**src/rtl/sha_work_loader.sv**
```systemverilog
// sha_work_loader
//   Upstream feeder for the SHA solver. A 96-byte work packet (32-byte
//   midstate followed by a 64-byte header block) arrives as a byte stream and
//   is assembled in a shadow register. When the last byte lands, the packet
//   is committed to midState/headData and the solver is sequenced: loadState
//   is held low for CLR_CYCLES to clear its counters, then loadState/solveEn
//   go high. The solver's flag/goldenNonce is watched, ignoring the first
//   FLAG_HOLDOFF solve cycles, and each solved job yields one job_done pulse.
//   A new packet may stream in while a job is solving.
//
// Ports
//   clk, rst        rising-edge clock, synchronous active-high reset
//   rx_data/valid   byte stream; byte accepted when rx_valid & rx_ready
//   rx_sof          accepted byte is packet byte 0 (restarts the fill)
//   rx_ready        high except while clearing the solver
//   midState        committed 256-bit midstate to the solver
//   headData        committed 512-bit header block to the solver
//   loadState       high = solver counters run, low = counters cleared
//   solveEn         solver enable
//   flag            solver found-nonce level, goldenNonce valid with it
//   job_done        1-cycle pulse when a solved nonce is captured
//   result_nonce    nonce captured at the last job_done
//   job_timeout     1-cycle pulse when the solve budget expires
//                   (only with SHA_LOADER_TIMEOUT_EN)
//   busy            state is not IDLE
//
// Configuration macro
//   SHA_LOADER_TIMEOUT_EN : adds the TIMEOUT_CYCLES solve budget and the
//                           job_timeout output.

module sha_work_loader #(
    parameter int CLR_CYCLES   = 2,
    parameter int FLAG_HOLDOFF = 2
`ifdef SHA_LOADER_TIMEOUT_EN
    ,
    parameter logic [31:0] TIMEOUT_CYCLES = 32'hFFFFFFF
`endif
) (
    input  logic         clk,
    input  logic         rst,
    input  logic [7:0]   rx_data,
    input  logic         rx_valid,
    input  logic         rx_sof,
    output logic         rx_ready,
    output logic [255:0] midState,
    output logic [511:0] headData,
    output logic         loadState,
    output logic         solveEn,
    input  logic         flag,
    input  logic [31:0]  goldenNonce,
    output logic         job_done,
    output logic [31:0]  result_nonce,
`ifdef SHA_LOADER_TIMEOUT_EN
    output logic         job_timeout,
`endif
    output logic         busy
);

    localparam int CLR_W = $clog2(CLR_CYCLES + 1);
    localparam int HO_W  = $clog2(FLAG_HOLDOFF + 2);

    typedef enum logic [1:0] {IDLE, CLEAR, SOLVE} state_t;

    state_t            state;
    logic [6:0]        byte_cnt;
    logic [767:0]      shadow;
    logic [767:0]      shadow_nxt;
    logic [CLR_W-1:0]  clr_cnt;
    logic [HO_W-1:0]   ho_cnt;
    logic              ho_done;
    logic              accept;
    logic              commit;
    logic [6:0]        wr_idx;
    logic [9:0]        bit_hi;
`ifdef SHA_LOADER_TIMEOUT_EN
    logic [31:0]       to_cnt;
`endif

    assign rx_ready = (state != CLEAR);
    assign busy     = (state != IDLE);
    assign ho_done  = (ho_cnt == HO_W'(FLAG_HOLDOFF));

    // Byte placement: the whole packet lives in one 768-bit shadow with byte
    // k at [767-8k -: 8], which makes midstate the top 256 bits and the header
    // the bottom 512, both MSB first. sof forces the write slot back to 0 no
    // matter where the previous fill had got to, so a stale partial packet is
    // simply overwritten. shadow_nxt already contains the incoming byte, which
    // lets the commit edge capture byte 95 directly.
    always_comb begin
        accept     = rx_valid & rx_ready;
        wr_idx     = rx_sof ? 7'd0 : byte_cnt;
        commit     = accept && (wr_idx == 7'd95);
        bit_hi     = 10'd767 - {wr_idx, 3'b000};
        shadow_nxt = shadow;
        if (accept) begin
            shadow_nxt[bit_hi -: 8] = rx_data;
        end
    end

    // Fill counter, commit and job sequencing. In SOLVE a valid flag and a
    // commit may land on the same edge: the old job's nonce is captured and
    // reported, and the new packet still moves the solver into CLEAR, so no
    // result is ever dropped. The hold-off counter saturates at FLAG_HOLDOFF
    // so the solver's stale flag from the previous job cannot end a new one.
    always_ff @(posedge clk) begin
        if (rst) begin
            state        <= IDLE;
            byte_cnt     <= '0;
            shadow       <= '0;
            midState     <= '0;
            headData     <= '0;
            loadState    <= 1'b0;
            solveEn      <= 1'b0;
            job_done     <= 1'b0;
            result_nonce <= '0;
            clr_cnt      <= '0;
            ho_cnt       <= '0;
`ifdef SHA_LOADER_TIMEOUT_EN
            job_timeout  <= 1'b0;
            to_cnt       <= '0;
`endif
        end else begin
            job_done <= 1'b0;
`ifdef SHA_LOADER_TIMEOUT_EN
            job_timeout <= 1'b0;
`endif
            shadow <= shadow_nxt;
            if (commit) begin
                byte_cnt <= '0;
                midState <= shadow_nxt[767:512];
                headData <= shadow_nxt[511:0];
            end else if (accept) begin
                byte_cnt <= wr_idx + 7'd1;
            end

            case (state)
                IDLE: begin
                    loadState <= 1'b0;
                    solveEn   <= 1'b0;
                    if (commit) begin
                        state   <= CLEAR;
                        clr_cnt <= '0;
                    end
                end
                CLEAR: begin
                    if (clr_cnt == CLR_W'(CLR_CYCLES - 1)) begin
                        state     <= SOLVE;
                        loadState <= 1'b1;
                        solveEn   <= 1'b1;
                        ho_cnt    <= '0;
`ifdef SHA_LOADER_TIMEOUT_EN
                        to_cnt    <= '0;
`endif
                    end else begin
                        clr_cnt <= clr_cnt + CLR_W'(1);
                    end
                end
                SOLVE: begin
                    if (flag && ho_done) begin
                        result_nonce <= goldenNonce;
                        job_done     <= 1'b1;
                    end
                    if (commit) begin
                        state     <= CLEAR;
                        clr_cnt   <= '0;
                        loadState <= 1'b0;
                        solveEn   <= 1'b0;
                    end else if (flag && ho_done) begin
                        state     <= IDLE;
                        loadState <= 1'b0;
                        solveEn   <= 1'b0;
`ifdef SHA_LOADER_TIMEOUT_EN
                    end else if (to_cnt == TIMEOUT_CYCLES - 32'd1) begin
                        state       <= IDLE;
                        loadState   <= 1'b0;
                        solveEn     <= 1'b0;
                        job_timeout <= 1'b1;
`endif
                    end else begin
                        if (!ho_done) begin
                            ho_cnt <= ho_cnt + HO_W'(1);
                        end
`ifdef SHA_LOADER_TIMEOUT_EN
                        to_cnt <= to_cnt + 32'd1;
`endif
                    end
                end
                default: begin
                    state     <= IDLE;
                    loadState <= 1'b0;
                    solveEn   <= 1'b0;
                end
            endcase
        end
    end

endmodule

```
**config.mk**
```make
export PLATFORM = sky130hd
export DESIGN_NAME = sha_work_loader
export DESIGN_NICKNAME = d
export VERILOG_FILES = /design/src/rtl/sha_work_loader.sv
export SDC_FILE = /design/constraint.sdc
export NUM_CORES = 2
export LEC_CHECK = 0
export CAP_MARGIN = 20
export CORE_AREA = 3 3 325 327
export DETAILED_ROUTE_END_ITERATION = 16
export DIE_AREA = 0 0 328 330
export GPL_TIMING_DRIVEN = 0
export PLACE_DENSITY = 0.81
export SLEW_MARGIN = 20
export SYNTH_ARGS = -nofsm -noshare
export SYNTH_HDL_FRONTEND = slang
export SYNTH_SLANG_ARGS = --single-unit
```
**constraint.sdc**
```tcl
create_clock -name clk -period 5.7 [get_ports clk]
set_input_delay 1.14 -clock clk [delete_from_list [all_inputs] [get_ports clk]]
set_output_delay 1.14 -clock clk [all_outputs]
set_load 0.02 [all_outputs]
```
-- Word level (Yosys, flattened, before mapping)
Cells that the tools add are included.
- eq/ne operators: 14
- $add $sub $neg: 5
- muxes and demuxes: 21
- reduce and logical (&&, ||, !) cells: 14
- bitwise gates (word level): 2
- shift operators: 2
- operator list (cell ; count):
    variable shift 8 x 12 -> 775 bit (first input constant) ; 1
    indexed part select 8 x 12 -> 775 bit ; 1
    bitwise mux 768 bit ; 1
    two-way mux 768 bit ; 1
    two-way mux 2 bit ; 10
    != test 2 bit (second input constant) ; 6
    negator 10 -> 12 bit ; 1
    subtractor 10 bit (first input constant) ; 1
    case mux 2 bit (2 select lines) ; 2
    adder 7 x 1 -> 7 bit (second input constant) ; 1
    equality test 7 bit (second input constant) ; 1
    two-way mux 7 bit ; 1
    case mux 2 bit (3 select lines) ; 1
    AND reduction 3 bit ; 2
    nonzero test 2 bit ; 3
    OR reduction 2 bit ; 3
    AND reduction 5 bit ; 1
    adder 2 x 1 -> 2 bit (second input constant) ; 2
    equality test 2 x 1 -> 1 bit (second input constant) ; 2
    equality test 2 bit (second input constant) ; 2
    two-way mux 1 bit ; 4
    != test 2 x 1 -> 1 bit (second input constant) ; 2
    AND reduction 2 bit ; 2
    != test 3 bit (second input constant) ; 1
    other kinds (5) ; 6
- input bits: 45
- word-level logic and storage cells: 68
- register bits: 1583
- output and inout bits: 805

-- Logic depth before layout (Yosys ltp)
- word-level depth: 6
- depth in mapped cells: 10
- gate-level depth less buffers: 7

-- Worst setup path before layout
Ideal clock, no wire load.
- path type: input to register
- from: input rx_sof
- to: register midState[160]
- buffers on the path: 3
- arrival: 3180 ps
- slack: 2434 ps
- data required time: 5614 ps
- stages on the path: 9
- setup time: 86 ps
- path through: buf_4 -> clkbuf_1 -> clkbuf_1 -> nor2_1 -> ha_1 -> nor3b_1 -> nand4_1 -> mux2i_1 -> a211oi_1
- longest elaborated chain between the ends: 6
- elaborated cells between the ends (all ways): 9
- classes of those cells: add/sub: 2; eq/ne: 1; shift: 2; mux: 3; reduce/logical: 1
- ends and longest elaborated chain (element ; line ; source):
    from (decl) ; 43 ; input logic rx_sof,
    two-way mux 7 bit * ; 91 ; wr_idx = rx_sof ? 7'd0 : byte_cnt;
    subtractor 10 bit ; 93 ; bit_hi = 10'd767 - {wr_idx, 3'b000};
    negator 10 -> 12 bit ; 96 ; shadow_nxt[bit_hi -: 8] = rx_data;
    indexed part select 8 x 12 -> 775 bit or variable shift 8 x 12 -> 775 bit (tied branches) ; 96 ;
    bitwise mux 768 bit ; 96 ;
    two-way mux 768 bit ; 95 ; if (accept) begin
    to (signal assigned) ; 130 ; midState <= shadow_nxt[767:512];
    to (decl) ; 45 ; output logic [255:0] midState,
Every way passes the cells marked *; elsewhere a longest branch is shown, timed or not.
A chain may end at the register's enable or synchronous reset.

-- Worst setup path after layout
- from: input rx_sof
- to: register midState[161]
The elaborated chain is that of the path after synthesis.

==> impl_metrics.toml <==
[detailed_routing]
met2_length_um = 100000
drt-initial-drc-count = 4813
met3_length_um = 23000
antenna_left = 0
drt-total-wl_um = 225000
drt-met1-wl_um = 84400
firstDrtPassIters = 7
routed.top_layer = "met5"
vias = 49531
wl_per_cell_um = 27.0
viasPerCell = 5.95
drcViolationCount = 0

[clock_network]
cts_buffers = 157
cts_tree = "built"
clkTransAtPathRegs_ps = 60
cts-resized-gates = 0
ctsHtreeMaxLevel = 4
root_buffer = "clkbuf_16"
clock_latency_ps = 780
cts_setup_buffers = 0
cts_max_path_buffers = 3
clock_sinks = 1583
hold_buffers = 0

[pwr]
power.switching_mw = 4.88
total_leakage_power_nw = 24.6
intPower_mw = 17.3
p_comb_share_pct = 2.5
p_clk_share_pct = 47.6
seq_power_share_pct = 49.9
p_per_area_mw_per_mm2 = 308
p_sw_share_pct = 22.0
ir_worst_vdd_mv = 0.246

[floorplanning]
initial_utilization_pct = 54.8
coreArea_mm2 = 0.103
rows = 118
die_w_um = 328
die-area_mm2 = 0.108
die_y_um = 330
io_pins = 850

[final_layout]
drive_gt1_share_pct = 8.02
nets = 6872
synthToLayoutAreaGrowth_pct = 27.4
final_util_pct = 69.8
instances_no_fill = 8327

[timing]
min_period_over_period_pct = 79.7
max_freq_mhz = 220
fin_setup_tns_ps = 0
max_slew.worst_pin.slew_ps = 1250
post-route-min-period_ps = 4540
relSlewSlack_pct = 16.6
rsz0062_at_grt = "false"
skew_ps = 31.7
finalSetupViolations = 0
hold_violations = 0
drv_slew = 0

[synth]
synth_warnings = 0
synth-seq-area-share_pct = 56.1
synth_edf_count = 0
async_flop_share_pct = 0
synth_cell_types = 55
synth_nets = 5866
synth_ff_type = "dfxtp_1"
netlist_instances = 5817
synth_area_per_cell_um2 = 9.72
netlist_area_mm2 = 0.0565
synth-seq-cells = 1583

[global_routing]
grt_pass1_vias = 48263
grt_pass1_wl_um = 322000
grt_use_total_pct = 40.2
grt_overflow = 0
grt_max_degree = 17
antenna_found_initial = 13

[worst_setup_path]
cpPeakStageDelay_ps = 810
arrival_ps = 5160
cp_common_cell = "clkbuf_1"
crit_chain = "clkdlybuf4s50_1, buf_4, clkbuf_1, clkbuf_1, nor2_1, ha_1, nor3b_1, nand4_1, mux2i_1, a211oi_1"
worstPathRequired_ps = 6320
crit_path_end_kind = "flop"
critical_path_peak_fanout = 10
start_kind = "primary input"
crit_type = "primary input to flop"
cpMaxStageDelayCell = "nand4_1"

[placed_design]
port_buffers = 846
dp.cells = 8043
dp_hpwl_um = 169000
gp_congestion = 1.01

[run_status]
outcome = "complete, no violations"

[job]
max-cap-violations = 0

[hold_path]
hold_class = "flop to flop"
==> state kept, by name (all words and copies together) (netlist names) <==
register      flops
job_done          1
clr_cnt           2
headData        512
midState        256
ho_cnt            2
shadow          768
result_nonce     32
byte_cnt          7
solveEn           1
state             2
==> Yosys cell counts (3+ instances only) <==
cell      instances  area [µm²]
dfxtp_1        1583       31700
nor3b_1          11        82.6
nand2b_1         26         163
nand3_1          52         260
nor2_1         1611        6050
a31oi_1           3        18.8
nor2_4           29         327
ha_1              4        50.1
and2_1           11        68.8
nor2b_1          21         131
buf_4            14         105
or4_1             3        22.5
a21o_1            8        60.1
mux2i_1         721        7220
a211oi_1        714        5360
buf_2           181         906
nor3_1           67         335
nand3_2           5        50.1
nand2_1         211         792
a22o_1            8        70.1
buf_1            15        56.3
o22a_1           10        87.6
or2_2             5        31.3
clkbuf_1        256         961
a21oi_1         100         500
o31ai_1           4        30.0
or3_1             5        31.3
nor2_2           45         282
o21ai_0          29         145
nand4b_1          5        43.8
a311oi_1         16         140
nand2_2           3        18.8
nand4_4           4        85.1
nand4_1           4        25.0
inv_1             3        11.3
==> final cells by class <==
| cell class | count | area [µm²] |
|---|---|---|
| flip-flops and latches | 1583 | 31700 |
| multi-input cells | 3762 | 22800 |
| clock inverters | 42 | 627 |
| well taps | 1380 | 1730 |
| clock buffers | 237 | 4620 |
| diodes | 4 | 10.0 |
| plain buffers | 468 | 2070 |
| fillers | 7804 | 31200 |
| repair buffers | 847 | 8480 |
| inverters | 4 | 17.5 |
==> critical path, delay by kind of cell <==
kind / cells / cell delay (ps)
buffers and inverters: 4 / 1260
adders and majority gates: 1 / 380
and+or+nand+nor: 3 / 1630
AOI/OAI and AO/OA: 1 / 150
muxes: 1 / 580
==> layer usage <==
layer,GRT usage [%],vias to the layer above
li1,-,21992
met1,47.7,24076
met2,63.1,2708
met3,12.1,741
met4,26.6,14
met5,0,-
==> per-stage QoR <==
step	total power, mW	instance area [µm²]	setup slack [ps]	hold slack (ps)
after floorplan	11.6	56500	2430	428
after CTS	22.2	72000	1400	454
final	22.2	72000	1160	455
after global routing	22.7	72000	1160	477
after global placement	11.8	66700	688	443
after detailed placement	11.8	66700	658	446
==> placed cells by master, fill, tap and decap left out, types with 5 or more instances in the layout <==
cell / netlist / routed
clkbuf_1: 256 / 284
nor2_1: 1611 / 1611
clkbuf_16: 0 / 160
or2_2: 5 / 5
and2_1: 11 / 11
nand2b_1: 26 / 26
clkbuf_2: 0 / 17
buf_2: 181 / 181
a311oi_1: 16 / 16
bufinv_16: 0 / 12
nor3b_1: 11 / 11
clkbuf_8: 0 / 33
dfxtp_1: 1583 / 1583
nand3_2: 5 / 5
nand4b_1: 5 / 5
inv_6: 0 / 5
nor2b_1: 21 / 21
clkinv_2: 0 / 17
nor2_2: 45 / 45
nor2_4: 29 / 29
or3_1: 5 / 5
a21oi_1: 100 / 100
a21o_1: 8 / 8
buf_1: 15 / 14
o22a_1: 10 / 10
nand2_1: 211 / 211
o21ai_0: 29 / 29
buf_4: 14 / 14
a211oi_1: 714 / 714
nand3_1: 52 / 52
mux2i_1: 721 / 721
a22o_1: 8 / 8
nor3_1: 67 / 67
clkdlybuf4s50_1: 0 / 846
==> final timing paths <==
check | to | slack [ps] | cells past startpoint | startpoint
hold reg to reg | headData[317] | 450 | 2 | shadow[317]
setup reg to reg | midState[161] | 1880 | 9 | byte_cnt[1]
hold / removal | headData[317] | 450 | 2 | shadow[317]
setup / recovery | midState[161] | 1160 | 10 | rx_sof
==> power by group through the flow <==
stage,Clock (mW),Sequential (mW),Combinational (mW)
after floorplan,0,11.3,0.264
after global placement,0,11.3,0.528
after detailed placement,0,11.3,0.531
after CTS,10.6,11.1,0.533
after global routing,11.0,11.1,0.566
final,10.6,11.1,0.556
==> cells by family after synthesis <==
group / Yosys count / synth area share (%)
DFF: 1583 / 56.1
adders and majority gates: 4 / 0.0885
AOI/OAI and AO/OA: 900 / 11.5
and+or+nand+nor: 2135 / 15.9
buffers and inverters: 472 / 3.66
muxes: 723 / 12.8
Power figures use the tool's default switching activity.
